[src/rtl/mc_ctrl_pkg.sv]
// Shared constants and types for the multicycle MIPS controller.
// Opcodes, state codes, mux select codes and the control vector.
package mc_ctrl_pkg;

  localparam logic [5:0] R_TYPE = 6'h00;
  localparam logic [5:0] ADDI   = 6'h08;
  localparam logic [5:0] ORI    = 6'h0d;
  localparam logic [5:0] LUI    = 6'h0f;
  localparam logic [5:0] LW     = 6'h23;
  localparam logic [5:0] SW     = 6'h2b;
  localparam logic [5:0] BEQ    = 6'h04;
  localparam logic [5:0] BNE    = 6'h05;
  localparam logic [5:0] J      = 6'h02;

  localparam logic [5:0] ALU_ADD = 6'h08;

  localparam logic [1:0] SRCB_REG    = 2'b00;
  localparam logic [1:0] SRCB_FOUR   = 2'b01;
  localparam logic [1:0] SRCB_IMM    = 2'b10;
  localparam logic [1:0] SRCB_IMM_SH = 2'b11;

  localparam logic [1:0] PCSRC_ALU    = 2'b00;
  localparam logic [1:0] PCSRC_ALUOUT = 2'b01;
  localparam logic [1:0] PCSRC_JUMP   = 2'b10;

  typedef enum logic [3:0] {
    FETCH    = 4'd0,
    DECODE   = 4'd1,
    MEM_ADDR = 4'd2,
    MEM_RD   = 4'd3,
    MEM_WB   = 4'd4,
    MEM_WR   = 4'd5,
    EXEC_R   = 4'd6,
    EXEC_I   = 4'd7,
    ALU_WB   = 4'd8,
    BRANCH   = 4'd9,
    JUMP     = 4'd10
  } state_t;

  typedef struct packed {
    logic       pcWrite;
    logic       iorD;
    logic       memRead;
    logic       memWrite;
    logic       irWrite;
    logic       memtoReg;
    logic       regDst;
    logic       regWrite;
    logic       aluSrcA;
    logic [1:0] aluSrcB;
    logic [1:0] pcSource;
    logic [5:0] aluOp;
  } ctrl_t;

  // Successor of DECODE; FETCH means the opcode is unsupported.
  function automatic state_t decodeNext(input logic [5:0] op);
    state_t nxt;
    nxt = FETCH;
    unique case (1'b1)
      (op == R_TYPE):
        nxt = EXEC_R;
      (op == ADDI) || (op == ORI) || (op == LUI):
        nxt = EXEC_I;
      (op == LW) || (op == SW):
        nxt = MEM_ADDR;
      (op == BEQ) || (op == BNE):
        nxt = BRANCH;
      (op == J):
        nxt = JUMP;
      default:
        nxt = FETCH;
    endcase
    return nxt;
  endfunction

endpackage

[src/rtl/multicycle_output_decode.sv]
// Moore control-vector decode from the registered state.
// Only PCWrite/IRWrite look at MemReady or Zero.
module multicycle_output_decode
  import mc_ctrl_pkg::*;
(
  input  state_t     state,
  input  logic [5:0] opQ,
  input  logic       Zero,
  input  logic       MemReady,
  output ctrl_t      ctrl
);

  // Per-state mux selects, strobes and enables.
  always_comb begin
    ctrl = '0;
    unique case (state)
      FETCH: begin
        ctrl.memRead = 1'b1;
        ctrl.aluSrcB = SRCB_FOUR;
        ctrl.aluOp   = ALU_ADD;
        ctrl.irWrite = MemReady;
        ctrl.pcWrite = MemReady;
      end
      DECODE: begin
        ctrl.aluSrcB = SRCB_IMM_SH;
        ctrl.aluOp   = ALU_ADD;
      end
      MEM_ADDR: begin
        ctrl.aluSrcA = 1'b1;
        ctrl.aluSrcB = SRCB_IMM;
        ctrl.aluOp   = ALU_ADD;
      end
      MEM_RD: begin
        ctrl.iorD    = 1'b1;
        ctrl.memRead = 1'b1;
      end
      MEM_WB: begin
        ctrl.memtoReg = 1'b1;
        ctrl.regWrite = 1'b1;
      end
      MEM_WR: begin
        ctrl.iorD     = 1'b1;
        ctrl.memWrite = 1'b1;
      end
      EXEC_R: begin
        ctrl.aluSrcA = 1'b1;
        ctrl.aluSrcB = SRCB_REG;
        ctrl.aluOp   = R_TYPE;
      end
      EXEC_I: begin
        ctrl.aluSrcA = 1'b1;
        ctrl.aluSrcB = SRCB_IMM;
        ctrl.aluOp   = opQ;
      end
      ALU_WB: begin
        ctrl.regWrite = 1'b1;
        ctrl.regDst   = (opQ == R_TYPE);
      end
      BRANCH: begin
        ctrl.aluSrcA  = 1'b1;
        ctrl.aluSrcB  = SRCB_REG;
        ctrl.aluOp    = opQ;
        ctrl.pcSource = PCSRC_ALUOUT;
        ctrl.pcWrite  = ((opQ == BEQ) && Zero)
                     || ((opQ == BNE) && !Zero);
      end
      JUMP: begin
        ctrl.pcSource = PCSRC_JUMP;
        ctrl.pcWrite  = 1'b1;
      end
      default: ctrl = '0;
    endcase
  end

endmodule

[src/rtl/multicycle_control.sv]
// Multicycle MIPS control FSM with memory handshake timeout.
// Define MC_RETIRE_COUNT_EN to build the retired-instruction counter.
module multicycle_control
  import mc_ctrl_pkg::*;
#(
  parameter int WAIT_MAX = 15,
  parameter int CNT_W    = 32
) (
  input  logic             clk,
  input  logic             reset,
  input  logic [5:0]       OP,
  input  logic             Zero,
  input  logic             MemReady,
  output logic             PCWrite,
  output logic             IorD,
  output logic             MemRead,
  output logic             MemWrite,
  output logic             IRWrite,
  output logic             MemtoReg,
  output logic             RegDst,
  output logic             RegWrite,
  output logic             ALUSrcA,
  output logic [1:0]       ALUSrcB,
  output logic [1:0]       PCSource,
  output logic [5:0]       ALUOp,
  output logic             MemTimeout,
  output logic             IllegalOp,
  output logic [3:0]       State,
  output logic [CNT_W-1:0] RetireCount
);

  localparam logic [7:0] WMAX = 8'(WAIT_MAX);

  state_t     state;
  logic [5:0] opQ;
  logic [7:0] waitCnt;
  ctrl_t      ctrl;
  logic       memState;
  logic       waitHit;
  logic       illegal;

  assign memState = (state == FETCH)
                 || (state == MEM_RD)
                 || (state == MEM_WR);

  // Limit reached while memory still busy: give up.
  assign waitHit = memState && !MemReady
                && (waitCnt == WMAX);

  assign illegal = (state == DECODE)
                && (decodeNext(OP) == FETCH);

  // State sequencing, opcode latch and wait counter.
  always_ff @(posedge clk) begin
    if (reset) begin
      state   <= FETCH;
      opQ     <= '0;
      waitCnt <= '0;
    end else begin
      if (memState && !MemReady && !waitHit)
        waitCnt <= waitCnt + 8'd1;
      else
        waitCnt <= '0;

      unique case (state)
        FETCH:
          state <= MemReady ? DECODE : FETCH;
        DECODE: begin
          opQ   <= OP;
          state <= decodeNext(OP);
        end
        MEM_ADDR:
          state <= (opQ == LW) ? MEM_RD : MEM_WR;
        MEM_RD: begin
          if (MemReady)
            state <= MEM_WB;
          else if (waitHit)
            state <= FETCH;
        end
        MEM_WR: begin
          if (MemReady || waitHit)
            state <= FETCH;
        end
        EXEC_R:
          state <= ALU_WB;
        EXEC_I:
          state <= ALU_WB;
        default:
          state <= FETCH;
      endcase
    end
  end

  multicycle_output_decode uDecode (
    .state    (state),
    .opQ      (opQ),
    .Zero     (Zero),
    .MemReady (MemReady),
    .ctrl     (ctrl)
  );

  assign PCWrite    = ctrl.pcWrite  & ~reset;
  assign IRWrite    = ctrl.irWrite  & ~reset;
  assign RegWrite   = ctrl.regWrite & ~reset;
  assign MemRead    = ctrl.memRead  & ~reset;
  assign MemWrite   = ctrl.memWrite & ~reset;
  assign MemTimeout = waitHit       & ~reset;
  assign IllegalOp  = illegal       & ~reset;

  assign IorD     = ctrl.iorD;
  assign MemtoReg = ctrl.memtoReg;
  assign RegDst   = ctrl.regDst;
  assign ALUSrcA  = ctrl.aluSrcA;
  assign ALUSrcB  = ctrl.aluSrcB;
  assign PCSource = ctrl.pcSource;
  assign ALUOp    = ctrl.aluOp;
  assign State    = state;

`ifdef MC_RETIRE_COUNT_EN
  logic retire;

  assign retire = (state == MEM_WB)
               || (state == ALU_WB)
               || (state == BRANCH)
               || (state == JUMP)
               || ((state == MEM_WR) && MemReady);

  // Count completed instructions; wraps naturally.
  always_ff @(posedge clk) begin
    if (reset)
      RetireCount <= '0;
    else if (retire)
      RetireCount <= RetireCount + CNT_W'(1);
  end
`else
  assign RetireCount = '0;
`endif

endmodule

[config.mk]
export PLATFORM = sky130hd
export DESIGN_NAME = multicycle_control
export DESIGN_NICKNAME = d
export VERILOG_FILES = /design/src/rtl/mc_ctrl_pkg.sv /design/src/rtl/multicycle_output_decode.sv /design/src/rtl/multicycle_control.sv
export SDC_FILE = /design/constraint.sdc
export NUM_CORES = 1
export LEC_CHECK = 0
export BUFFER_PORTS_ARGS = -buffer_cell sky130_fd_sc_hd__buf_2
export CAP_MARGIN = 20
export CORE_ASPECT_RATIO = 0.7
export CORE_MARGIN = 4
export CORE_UTILIZATION = 42
export DETAILED_ROUTE_END_ITERATION = 7
export PLACE_DENSITY = 0.73
export REMOVE_ABC_BUFFERS = 1
export SLEW_MARGIN = 15
export SYNTH_ARGS = -nofsm -noshare
export SYNTH_HDL_FRONTEND = slang
export SYNTH_SLANG_ARGS = --single-unit
[constraint.sdc]
create_clock -name clk -period 1.58 [get_ports clk]
set_input_delay 0.237 -clock clk [delete_from_list [all_inputs] [get_ports clk]]
set_output_delay 0.237 -clock clk [all_outputs]
set_load 0.03 [all_outputs]
Word-level counts from Yosys, hierarchy flattened
Index checks and enable logic that the tools add are counted.

storage, ports and cells
  memory bits (read-only) = 0
  memories kept = 0
  word-level logic and storage cells = 87
  bits in registers = 18
  input bits = 10
  output and inout bits = 57
  RAM bits = 0
  latch bits = 0

cells by class
  mux-type cells = 19
  equality and inequality tests = 24
  add/sub/neg operators = 1
  bitwise logic cells = 9
  div/mod/pow operators = 0
  order comparisons = 0
  $mul = 0
  shifts and indexed selects = 0
  reduce and logical (&&, ||, !) cells = 31

operator list
  kind                                                             count
  6-bit by 3-bit == test with 1-bit output, second input constant  4
  4-bit case mux with 6 select lines                               1
  4-bit case mux with 5 select lines                               1
  6-bit by 4-bit == test with 1-bit output, second input constant  3
  6-bit == test, second input constant                             3
  4-bit by 3-bit == test with 1-bit output, second input constant  4
  2-bit OR reduction                                               7
  4-bit == test, second input constant                             3
  6-bit logical NOT                                                2
  4-bit 2-to-1 mux                                                 3
  6-bit case mux with 2 select lines                               1
  1-bit 2-to-1 mux                                                 9
  8-bit by 1-bit adder with 8-bit output, second input constant    1
  4-bit by 2-bit == test with 1-bit output, second input constant  2
  8-bit by 4-bit == test with 1-bit output, second input constant  1
  4-bit logical NOT                                                2
  1-bit logical OR                                                 8
  1-bit AND                                                        7
  6-bit by 2-bit == test with 1-bit output, second input constant  1
  1-bit logical AND                                                6
  2-bit case mux with 3 select lines                               1
  4-bit by 1-bit == test with 1-bit output, second input constant  1
  2-bit case mux with 2 select lines                               1
  4-bit OR reduction                                               1
  other kinds (8)                                                  11

Depth between registers and ports, before layout
Gate-level depths: netlist of run 1.

  word-level depth = 9
  mapped depth = 7
  mapped depth without buffers = 5

By module
Synthesis of run 1 repeated with hierarchy kept, for this count alone.

unflattened totals
  cells, all modules = 205
  area total of the unflattened synthesis = 1,585.3 um^2

by module, submodules not included
  module                    instances  area an instance (um^2)  cells an instance  sequential area each (um^2)
  multicycle_control        1          1,275.0                  159                360.3
  multicycle_output_decode  1          310.3                    46                 0.0

Least setup slack after synthesis of run 1
Ideal clock, no wire load.

  path type = register to output
  start point = reg state[3] (netlist: State[3])
  end point = out PCSource[1]
  stages on the path, launching flop included = 4
  setup slack = -718 ps
  arrival = 2,061 ps
  required time = 1,343 ps
  path buffers = 2
  cell sequence = dfxtp_1 > clkbuf_1 > clkbuf_1 > nor4bb_1

on the way
  longest elaborated chain between the ends = 2
  elaborated cells on any way between the ends = 3
  those cells by class = eq/ne (2); mux (1)

RTL lines
  item                                    RTL line                        RTL
  from (decl)                             multicycle_control.sv:34        state_t state;
  from (signal assigned)                  multicycle_control.sv:67        state <= MemReady ? DECODE : FETCH;
  from (signal assigned)                  multicycle_control.sv:70        state <= decodeNext(OP);
  from (signal assigned)                  multicycle_control.sv:73        state <= (opQ == LW) ? MEM_RD : MEM_WR;
  4-bit == test                           multicycle_output_decode.sv:16  unique case (state)
  2-bit case mux with 2 select lines (*)  multicycle_output_decode.sv:16
  to (decl)                               multicycle_control.sv:24        output logic [1:0] PCSource,

Every way passes the cells marked *; elsewhere a longest branch is shown, timed or not.

Final worst setup path of run 1
  start point = reg state[1] (netlist: State[1])
  end point = out IllegalOp

on the way
  longest elaborated chain between the ends = 3

RTL lines
  item                                      RTL line                   RTL
  4-bit by 1-bit == test with 1-bit output  multicycle_control.sv:50   assign illegal = (state == DECODE)
  1-bit logical AND                         multicycle_control.sv:51   && (decodeNext(OP) == FETCH);
  1-bit AND                                 multicycle_control.sv:108  assign IllegalOp = illegal & ~reset;
  to (decl)                                 multicycle_control.sv:27   output logic IllegalOp,

Every way passes these cells.

==> results of run 1 <==
==> layout make-up <==
cell class / count / area [sq um] / share of cell area (%)
clock buffers: 4 / 55.1 / 2.51
inverters: 2 / 7.51 / 0.343
multi-input cells: 160 / 1100 / 50.4
flip-flops and latches: 18 / 365 / 16.7
well taps: 47 / 58.8 / 2.68
repair buffers: 74 / 599 / 27.4
==> flip-flops by register name (all words and copies together) (netlist names) <==
signal	count
waitCnt	8
opQ	6
State	4
==> layer usage <==
| layer | wire length (microns) | track usage [%] | vias up | part of all wire, % |
|---|---|---|---|---|
| met5 | 0 | 0 | - | 0 |
| met4 | 103 | 8.58 | 0 | 2.3 |
| met3 | 319 | 2.37 | 9 | 7.0 |
| met2 | 2190 | 28.4 | 72 | 48 |
| met1 | 1930 | 24.2 | 729 | 43 |
| li1 | - | - | 737 | - |
==> worst min-delay path by stage <==
stage | startpoint | end | slack, ps | cells past startpoint
finish | OP[4] | opQ[4] | 260 | 3
global route | OP[4] | opQ[4] | 290 | 3
CTS | OP[4] | opQ[4] | 260 | 3
detailed placement | waitCnt[0] | waitCnt[0] | 450 | 1
global placement | waitCnt[0] | waitCnt[0] | 430 | 1
floorplan | reset | State[0] | 310 | 1
==> power by group <==
| group | leakage, uW | switching, uW | internal, uW | total [uW] |
|---|---|---|---|---|
| Clock | 0.0000288 | 160 | 222 | 382 |
| Sequential | 0.000148 | 13.3 | 467 | 481 |
| Combinational | 0.000777 | 253 | 118 | 371 |
==> worst max-delay path, delay by kind of cell (launching register included) <==
kind            cells  cell delay [ps]
compound gates      1              290
buf+inv             1              180
flops               1              320
simple gates        3              600
==> through the flow <==
| step | setup slack [ps] | power [uW] | TNS, ps |
|---|---|---|---|
| detailed placement | -77.4 | 802 | -143 |
| finish | -302 | 1230 | -1970 |
| CTS | -273 | 1210 | -2300 |
| global route | -388 | 1290 | -3000 |
| floorplan | -817 | 695 | -7650 |
| global placement | -70.2 | 799 | -95.4 |
==> logic make-up (layout without fill, tap and decap cells) <==
logic type / after synthesis / count (layout) / synth area share, %
xor+xnor: 11 / 11 / 6.53
buf+inv: 48 / 80 / 22.2
flops: 18 / 18 / 24.4
other cells: 1 / 32 / 0.254
compound gates: 30 / 30 / 14.8
simple gates: 86 / 86 / 30.9
fa+ha+maj: 1 / 1 / 0.847
==> synth_stat cells (all sizes together), types with 3 or more instances <==
library cell and instances:
nor3b 3, a211oi 3, nand2b 9, a31oi 3
clkbuf 8, nor3 8, nand2 18, dfxtp 18
o211ai 3, buf 38, and3 8, a21oi 11
nor2 20, xnor2 7, nor4 7, xor2 4
==> timing repair <==
item,4_1_cts,5_1_grt
pin swaps,9,7
gates resized for setup,43,46
setup endpoints to repair,18,30
hold buffers,0,0
cloned,1,0
setup buffers,12,3
endpoints found under the hold margin,0,0
==> cell usage in the layout (no fill, tap or decap), types with 2 or more instances in the layout <==
cell      netlist  layout
nor3b_2         0       2
buf_4          33      42
and3_4          0       3
nand4_1         2       2
conb_1          1      32
o211ai_1        3       3
inv_1           2       2
clkbuf_8        0       4
nand4b_1        2       2
nand3_1         2       2
nor4_4          0       3
or2_1           2       2
xnor2_1         7       6
o21bai_1        2       2
nor3_2          1       3
and3_1          8       5
xor2_1          4       3
buf_8           0       3
buf_6           3      15
nand2b_4        0       2
a31oi_1         3       3
nor3_1          7       3
buf_2           1      14
nand2b_1        9       6
nor2_1         19      19
a21oi_1        11      10
nor3_4          0       2
dfxtp_2         0       4
nand2_1        18      17
nor4_1          7       3
dfxtp_1        18      14
==> results.md, run 1 <==
* GRT overflow at 0
* Num Clock Sinks at 18
* Final hold violation count at 0
* H-tree depth at 1
* Failing checks: negative setup slack
* Filler Cell Count at around 250
* Crit path capture: IllegalOp
* Pleak at about 0.00095 uW
* Total CTS buffers at 3
* Post-Layout Cell Count at around 310
* Diode count at 0
* Yosys Warn Count at 0
* Design area at approximately 0.0022 sq mm
* Register area share after synthesis at about a quarter
* Worst-Skew Late Latency at between 200 and 300 ps
* Synth top area share at 24.4%
* Die Ht at 57.6 microns
* Via density at 5.07
* Detailed Route Iter0 Violations at approximately 110
* Nets@finish at 270
* Core ar. at roughly 0.0033 sq mm
* Clk slew on worst S/H paths at around 70 ps
* TritonCTS clock tree: done
* Register bit total from synthesis at 18
* CP arrival at ~1700 ps
* Largest net degree at the start of global routing at 18
* # setup viols final at 13
* Routed wire length at between 4 and 5 mm
* Crit-path max FO at 2
* Antenna Nets Post-Route at 0
* Setup Crit Path Kind: flop to primary output
* DP HPWL at approximately 2.7 mm
* Peak VDD IR at 0.361 mV
* Die width at about 79 microns
* Most used cell along the critical path: or2_1
* Starting density of the core at 45.4%
* Clock Skews at approximately 1.3 ps
* Ys async rst share at 0%
* Synth area leaders: dfxtp_1 (24%), buf_4 (17%), nor2_1 (4.8%)
* CTS root buffer: clkbuf_8
* R2R cell count at 7
* Crit. Startpoint: State[1]
* First-pass GRT wire length at ~6.5 mm
* Wire length per cell at roughly 15 microns
* Final GP Congestion at ~0.84
* Number of antenna violations at the first check in global routing at 0
* Vias at 1,547
* Crit-path cells: or2_1 -> or2_1 -> a311o_1 -> nor3_2 -> buf_4
* Cell Area, Synth at 0.00148 sq mm
* Reg-to-Reg End: waitCnt[4]
* Hold slack at 263 ps
* Slowest CP cell: dfxtp_2
* Rows at 17
* Vias in the first global route at approximately 1,400
* DRC Markers at 0
* Setup crit end kind: primary output
* Main synth FF type: dfxtp_1
* Post-synth top area cell: dfxtp_1
* Startpoint types: flop
* Max Cap Violations at 0
* Max-slew violations at 0
* P&R area growth vs syn at 48.4%
* Full die area at 0.00454 sq mm
* Post-synth EDFFs at 0
* Post-synthesis cell type count at 42
* HP Class: primary input to flop
* RSZ-0062 raised after global routing: true
* Final WS setup at -302 ps
* Syn_area_per_cell at around 7.6 sq um
* Final min period at roughly 1900 ps
* DP Area at ~0.0017 sq mm
* CP max stage delay at 320 ps
* Final core occ at between 60% and 70%
* Cells after Synth at between 150 and 200
* CP Data Required Time at 1340 ps
* GRT Resource Usage Total at 18.0%
* CTS max path bufs at 2
* Layout cells sized above 1 at 43.0%
* Fmax achieved at approximately 0.53 GHz
* Drt first pass iters at 4
* Pwr/cell area at between 500 and 600 mW/mm^2
* Placed cells at roughly 290
* Ports at 67
* Critical R2R Launch: State[3]
* FF-to-FF setup slack at 120 ps
* Final period utilization at 119%
* Status: complete, but fails checks
* IO Port Bufs at 34
No activity file was read; power rests on OpenSTA's default activity.
==> run 2, diff against run 1 <==
--- a/config.mk
+++ b/config.mk
@@ -8,7 +8,6 @@
 export BUFFER_PORTS_ARGS = -buffer_cell sky130_fd_sc_hd__buf_2
 export CAP_MARGIN = 20
 export CORE_ASPECT_RATIO = 0.7
-export CORE_MARGIN = 4
 export CORE_UTILIZATION = 42
 export DETAILED_ROUTE_END_ITERATION = 7
 export PLACE_DENSITY = 0.73
==> results.md, run 2 (synthesis gave the netlist of run 1 again) <==
* Final min period at 1880 ps (about the same)
* Pre-CTS WS at -106 ps (was -77.4 ps)
* R2R cell count at 7 (unchanged)
* Clock Skews at 3.74 ps (was 1.27 ps)
* Full die area at 0.00376 sq mm (was 0.00454 sq mm)
* Ports at 67 (unchanged)
* First-pass GRT wire length at 5.40 mm (was 6.47 mm)
* DP HPWL at 2.45 mm (was 2.68 mm)
* Pleak at 0.000835 uW (was 0.000954 uW)
* Failing checks: negative setup slack (unchanged)
* Detailed Route Iter0 Violations at 98 (was 107)
* CTS root buffer: clkbuf_8 (unchanged)
* Vias at 1,417 (was 1,547)
* Max Cap Violations at 0 (unchanged)
* Pwr/cell area at 630 mW/mm^2 (was 563 mW/mm^2)
* Post-CTS Hold Buffers at 0 (unchanged)
* CP arrival at 1640 ps (was 1650 ps)
* Core ar. at 0.00325 sq mm (unchanged)
* Starting density of the core at 45.4% (unchanged)
* Total CTS buffers at 3 (unchanged)
* Final hold violation count at 0 (unchanged)
* H-tree depth at 1 (unchanged)
* Peak VDD IR at 0.330 mV (was 0.361 mV)
* Max reg flops at 8 (unchanged)
* Die Ht at 51.6 microns (was 57.6 microns)
* Top reg by flops: waitCnt (unchanged)
* Wire length per cell at 12.0 microns (was 14.9 microns)
* Routed wire length at 3.47 mm (was 4.54 mm)
* Diode count at 0 (unchanged)
* P&R area growth vs syn at 28.9% (was 48.4%)
* Drt first pass iters at 4 (unchanged)
* Largest net degree at the start of global routing at 19 (was 18)
* Setup Crit Path Kind: flop to primary output (unchanged)
* Die width at 72.9 microns (was 78.9 microns)
* CP Data Required Time at 1340 ps (about the same)
* Nets@finish at 255 (was 270)
* CTS max path bufs at 2 (unchanged)
* Final GP Congestion at 0.789 (was 0.844)
* Vias in the first global route at 1,155 (was 1,367)
* Clk slew on worst S/H paths at 70 ps (about the same)
* Layout cells sized above 1 at 35.4% (was 43.0%)
* IO Port Bufs at 34 (unchanged)
* FF-to-FF setup slack at 100 ps (was 120 ps)
* Number of antenna violations at the first check in global routing at 0 (unchanged)
* Final WS setup at -296 ps (was -302 ps)
* Rows at 17 (unchanged)
* Placed cells at 283 (was 286)
* Status: complete, but fails checks (unchanged)
* GRT overflow at 0 (unchanged)
* Commonest non-fill, non-tap cell in the layout: conb_1 (was buf_4)
* Worst-Skew Late Latency at 260 ps (about the same)
* # setup viols final at 13 (unchanged)
* Via density at 4.89 (was 5.07)
* TritonCTS clock tree: done (unchanged)
* GRT Resource Usage Total at 19.0% (was 18.0%)
* Most frequent cells in the layout: conb_1 (32), buf_4 (30), buf_2 (23), nor2_1 (19), nand2_1 (18) (was buf_4 (42), conb_1 (32), nor2_1 (19), nand2_1 (17), buf_6 (15))
* Final period utilization at 119% (about the same)
* HP Class: primary input to flop (unchanged)
* Num Clock Sinks at 18 (unchanged)
* Max-slew violations at 0 (unchanged)
* RSZ-0062 raised after global routing: true (unchanged)
* Fmax achieved at 0.533 GHz (was 0.531 GHz)
* DRC Markers at 0 (unchanged)
* Crit-path max FO at 2 (unchanged)
* Startpoint types: flop (unchanged)
* WHS Path Cells at 3 (unchanged)
* Setup crit end kind: primary output (unchanged)
* Post-Layout Cell Count at 290 (was 305)
* Antenna Nets Post-Route at 0 (unchanged)
-- run 2: metrics by stage --
step                setup TNS (ps)  power (uW)  hold WS (ps)  util (%)  instance area, sq um
finish                       -2110        1200           277      58.5                  1900
global route                 -3590        1270           271      58.5                  1900
CTS                          -2000        1190           270      55.6                  1810
detailed placement            -214         796           454      51.2                  1670
global placement              -127         794           428      51.2                  1670
floorplan                    -7650         695           306         -                  1270
-- run 2: area by class of cell --
type,count,area (sq um)
Sequential cell,18,363
Multi-Input combinational cell,160,1010
Clock buffer,4,55.1
Tap cell,47,58.8
Inverter,2,7.51
Fill cell,294,1350
Timing Repair Buffer,59,412
-- run 2: where the power goes --
| part | total [uW] | switching [uW] | internal [uW] |
|---|---|---|---|
| Sequential | 479 | 12.1 | 467 |
| Combinational | 337 | 235 | 103 |
| Clock | 382 | 160 | 222 |
| Total | 1200 | 407 | 791 |
-- run 2: critical path: stages, from the launching register on --
cell	delay [ps]
dfxtp_1	310
or2_1	240
or2_1	230
a311o_1	280
nor3_2	120
buf_4	190
-- run 2: path summary, 6_finish.rpt --
check / endpoint / from
setup / recovery: IllegalOp / State[1]
hold / removal: opQ[4] / OP[4]
setup reg to reg: waitCnt[7] / State[3]
hold reg to reg: waitCnt[0] / waitCnt[0]
-- run 2: metal layers --
| layer | global-route usage, % | part of all wire (%) |
|---|---|---|
| met1 | 26.7 | 49 |
| met5 | 0 | 0 |
| met4 | 5.88 | 0.78 |
| met2 | 28.3 | 43 |
| met3 | 5.04 | 7.0 |
-- run 2: repair_timing --
action | in CTS | in global routing
endpoints found under the setup margin | 16 | 26
buffers inserted | 2 | 0
pin swaps | 6 | 4
resized for setup | 19 | 23
cloned | 1 | 0
